==> config.mk <==
export PLATFORM = sky130hd
export DESIGN_NAME = riscv_regfile
export DESIGN_NICKNAME = d
export VERILOG_FILES = /design/src/rtl/riscv_regfile.sv
export SDC_FILE = /design/constraint.sdc
export NUM_CORES = 2
export LEC_CHECK = 0
export BUFFER_PORTS_ARGS = -buffer_cell sky130_fd_sc_hd__buf_2
export CORE_ASPECT_RATIO = 1.4
export CORE_MARGIN = 1
export CORE_UTILIZATION = 54
export CTS_BUF_LIST = sky130_fd_sc_hd__clkbuf_8
export CTS_CLUSTER_SIZE = 14
export DETAILED_ROUTE_END_ITERATION = 16
export MAX_ROUTING_LAYER = met4
export PLACE_DENSITY = 0.82
export SLEW_MARGIN = 20
export SYNTH_ARGS = -nofsm -noshare
export SYNTH_HDL_FRONTEND = slang
export SYNTH_SLANG_ARGS = --single-unit
==> constraint.sdc <==
create_clock -name Clk_i -period 2.3 [get_ports Clk_i]
set_clock_uncertainty 0.2 [all_clocks]
set_input_delay 0 -clock Clk_i [delete_from_list [all_inputs] [get_ports Clk_i]]
set_output_delay 0 -clock Clk_i [all_outputs]
set_load 0.05 [all_outputs]
==> src/rtl/riscv_regfile.sv <==
// Integer register file: 2^AW x DW, two registered read ports, one write port, x0 hard-wired to zero.
// Optional macro REGFILE_BYPASS_EN selects write-first reads on a same-cycle address match (default read-first).
module riscv_regfile #(
   parameter int DW = 32,
   parameter int AW = 5
) (
   input  logic          Clk_i,
   input  logic          Rstn_i,
   input  logic          RdEnA_i,
   input  logic [AW-1:0] RdAddrA_i,
   output logic [DW-1:0] RdDataA_o,
   input  logic          RdEnB_i,
   input  logic [AW-1:0] RdAddrB_i,
   output logic [DW-1:0] RdDataB_o,
   input  logic          WrEn_i,
   input  logic [AW-1:0] WrAddr_i,
   input  logic [DW-1:0] WrData_i
);

   localparam int NREG = 1 << AW;

   logic [DW-1:0] regs_q [NREG];
   logic [DW-1:0] rd_a_q, rd_a_d;
   logic [DW-1:0] rd_b_q, rd_b_d;

   // Entry 0 is reset and never written, so it stays zero; reads of x0 are also forced to zero.
   always_ff @(posedge Clk_i or negedge Rstn_i) begin
      if (!Rstn_i) begin
         for (int i = 0; i < NREG; i++) begin
            regs_q[i] <= '0;
         end
      end else if (WrEn_i && (WrAddr_i != '0)) begin
         regs_q[WrAddr_i] <= WrData_i;
      end
   end

   always_comb begin
      rd_a_d = rd_a_q;
      if (RdEnA_i) begin
         if (RdAddrA_i == '0) begin
            rd_a_d = '0;
         end
`ifdef REGFILE_BYPASS_EN
         else if (WrEn_i && (WrAddr_i == RdAddrA_i)) begin
            rd_a_d = WrData_i;
         end
`endif
         else begin
            rd_a_d = regs_q[RdAddrA_i];
         end
      end
   end

   always_comb begin
      rd_b_d = rd_b_q;
      if (RdEnB_i) begin
         if (RdAddrB_i == '0) begin
            rd_b_d = '0;
         end
`ifdef REGFILE_BYPASS_EN
         else if (WrEn_i && (WrAddr_i == RdAddrB_i)) begin
            rd_b_d = WrData_i;
         end
`endif
         else begin
            rd_b_d = regs_q[RdAddrB_i];
         end
      end
   end

   always_ff @(posedge Clk_i or negedge Rstn_i) begin
      if (!Rstn_i) begin
         rd_a_q <= '0;
         rd_b_q <= '0;
      end else begin
         rd_a_q <= rd_a_d;
         rd_b_q <= rd_b_d;
      end
   end

   assign RdDataA_o = rd_a_q;
   assign RdDataB_o = rd_b_q;

endmodule

==> results.py <==
metrics = {
    "outcome": {
        "outcome": "completed",
    },
    "power_and_ir_drop": {
        "switchingPower_w": 0.01530,
        "fin_total_pwr_w": 0.05248,
        "p_int_w": 0.03719,
        "seqPwrFrac_pct": 48.7,
        "p_comb_share_pct": 21.0,
        "switching_share_pct": 29.15,
        "leakagePower_nw": 28.68,
        "power.density_nw_per_um2": 817.2,
        "vdd_drop_max_mv": 0.6362,
        "clkPwrFrac_pct": 30.3,
    },
    "setup_path": {
        "crit_buf_inv": 3,
        "max_stage_delay_ns": 0.63,
        "cp_max_fo": 25,
        "end_kind": "register",
        "r2r-start": "regs_q[554]",
        "reg2reg_slack_ns": 0.07,
        "cp.arrival_ns": 2.78,
        "critical_path.top_delay_family": "buffers and inverters",
        "cp_cell_sequence": "dlygate4sd3_1, buf_8, buf_12, mux4_2, mux2_2, a2111oi_0, a21oi_1",
        "required_ns": 2.83,
        "worst_path_max_delay_cell": "a2111oi_0",
        "r2r_end": "RdDataB_o[10]",
        "ff2ff_path_depth": 4,
        "worst_setup_path_start_kind": "input port",
        "crit_type": "input port to register",
    },
    "synth": {
        "synth_compound_area_share_pct": 4.796,
        "synth_xor_area_share_pct": 0,
        "synth_top_family_by_area": "multiplexers",
        "yosys-mux-area-fraction_pct": 40.58,
        "ys.flop_type": "dfrtp_1",
        "synth_fa_ha_area_share_pct": 0,
        "synth-seq-cells": 1088,
        "synth_edf_count": 0,
        "syn_inst": 4002,
        "syn_nets": 4054,
        "yosysSeqAreaShare_pct": 48.09,
        "synth_area_um2": 56610,
        "synth_cell_types": 35,
        "async_flop_share_pct": 100.0,
        "synth-warning-count": 0,
        "avgSynthCellArea_um2": 14.15,
        "yosys.area_share.simple_pct": 3.185,
    },
    "floorplan": {
        "die_h_um": 385.1,
        "io_pins": 116,
        "design.core.area_um2": 104100,
        "fp.dieW_um": 275.7,
        "start_util_pct": 54.41,
        "die_area_um2": 106200,
        "num_rows": 140,
    },
    "cells_and_area": {
        "nFillCells": 7568,
        "mostFrequentLayoutCell": "dfrtp_1",
        "final_util_pct": 61.72,
        "final_layout_size_suffix_gt1_share_pct": 47.45,
        "register_area_um2": 27230,
        "multi_input_area_um2": 27730,
        "fin_nets": 4200,
        "syn_to_final_growth_pct": 13.44,
        "layout_common_cells": "dfrtp_1, mux2_2, mux2i_1",
    },
    "worst_hold_path": {
        "hold_path_depth": 3,
        "hold_class": "input port to register",
        "min-delay-start": "WrData_i[7]",
        "hold_end": "regs_q[679]",
    },
    "run": {
        "drv_cap": 0,
    },
    "timing": {
        "worst_pin_slew_ns": 0.8817,
        "layout_setup_ws_ns": 0.05409,
        "max_freq_mhz": 445.3,
        "relSlewSlack_pct": 41.22,
        "fin_crit_ns": 2.246,
        "drv_slew": 0,
        "final_hold_viol_count": 0,
        "fin_crit_sh_pct": 97.65,
        "setup_violations": 0,
    },
    "grt": {
        "grtUsageMet1_pct": 42.08,
        "grt_pass1_vias": 40940,
        "antenna_found_initial": 13,
        "grt_overflow": 0,
        "grt_pass1_wl_mm": 262.5,
        "gr-usage-met3_pct": 9.281,
        "grt_start_max_net_pins": 111,
        "grt-busiest-layer": "met2",
        "use_met2_pct": 51.92,
        "gr-usage-all-layers_pct": 34.77,
    },
    "drt": {
        "post_drt_wl_per_cell_um": 31.34,
        "via_per_inst": 6.986,
        "first_pass_iters": 6,
        "ant_nets": 0,
        "vias": 39290,
        "drc": 0,
        "finalWirelength_mm": 176.2,
        "drtIter0Drc": 4456,
    },
    "clock_tree": {
        "clock-sinks": 1088,
        "insertion_delay_ns": 0.89,
        "clkTransAtPathRegs_ns": 0.07,
        "cts_tree": "built",
        "clock_path_buffers": 3,
        "cts_buffers": 162,
        "h-tree-depth": 4,
        "clock-root-buffer": "clkbuf_8",
        "post_cts_buffers": 0,
    },
    "placement": {
        "pre_cts_slack_ns": -0.08006,
        "port_buffers": 115,
        "finalWeightedCongestion": 0.9015,
        "hpwlAfterDp_mm": 107.4,
    },
}
-- cell usage after synthesis (62+ instances only) --
cell type / number / share of area [%]
a2111oi_0: 66 / 1.0
buf_2: 64 / 0.57
dfrtp_1: 1088 / 48
mux4_2: 324 / 13
nor2_1: 144 / 0.95
a21oi_1: 62 / 0.55
nand2b_1: 66 / 0.73
o211ai_1: 62 / 0.82
clkbuf_1: 290 / 1.9
mux2_2: 1056 / 21
or4_1: 64 / 0.85
o22ai_1: 124 / 1.4
mux2i_1: 378 / 6.7
-- worst reg2reg max path, stage by stage (launching register included) --
cell and delay (ns):
dfrtp_1 0.40, mux4_2 0.46, mux2_2 0.30, a2111oi_0 0.63, a21oi_1 0.09
-- flip-flops by register name (all words and copies together), names as in the netlist --
register and count:
regs_q 1024, RdDataB_o 32, RdDataA_o 32
-- metrics by stage --
stage	cells	cell area (um^2)	hold WS, ns	TNS (ns)
after CTS	5614	64200	0.03015	0
after global placement	5273	60340	-0.2418	0
final	5623	64220	0.09602	0
after global routing	5623	64220	0.1076	-0.006216
after floorplan	4002	56610	-0.4956	0
after detailed placement	5273	60340	-0.2406	-0.1036
-- area by class of cell --
cell class                 count  area share (%)
timing repair buffer         419           6.735
clock buffer                 208           4.458
tap                         1349           2.628
antenna                       11         0.04286
multi-input combinational   2475           43.18
inverter                       2         0.01169
clock inverter                71          0.5514
sequential                  1088           42.39
-- worst max path at each step --
| stage | start | to | slack (ns) | cells past startpoint |
|---|---|---|---|---|
| final | RdAddrB_i[0] | RdDataB_o[10] | 0.05 | 7 |
| after global routing | regs_q[554] | RdDataB_o[10] | -0.006 | 4 |
| after CTS | WrEn_i | regs_q[699] | 0.006 | 9 |
| after detailed placement | RdAddrB_i[0] | RdDataB_o[30] | -0.08 | 6 |
| after global placement | RdAddrB_i[0] | RdDataB_o[23] | 0.02 | 6 |
| after floorplan | RdAddrA_i[0] | RdDataA_o[10] | 0.28 | 6 |
-- logic make-up (layout without fill, tap and decap cells) --
kind of cell    count (synthesis)  in the layout
simple gates                  335            335
flops                        1088           1088
compound gates                382            382
buf+inv                       439            700
other cells                     0             11
mux                          1758           1758
-- what timing repair did --
action                                  in CTS  in global routing
endpoints found under the hold margin     2144                  0
hold buffers                                62                  0
endpoints found under the setup margin       0                 38
resized for setup                            0                  3
-- metal layers --
layer | share of wire [%] | up-vias
li1 | - | 15620
met5 | 0 | -
met2 | 47 | 2501
met4 | 7.1 | 0
met3 | 10 | 756
met1 | 36 | 20410
-- power groups by stage --
stage	combinational (W)	sequential (W)	clock, W
after floorplan	0.00774	0.0252	0
after CTS	0.0110	0.0254	0.0160
after global routing	0.0117	0.0259	0.0168
after detailed placement	0.0108	0.0257	0
final	0.0110	0.0256	0.0159
after global placement	0.0104	0.0254	0
Note: power is estimated with default switching activity, not from simulation.
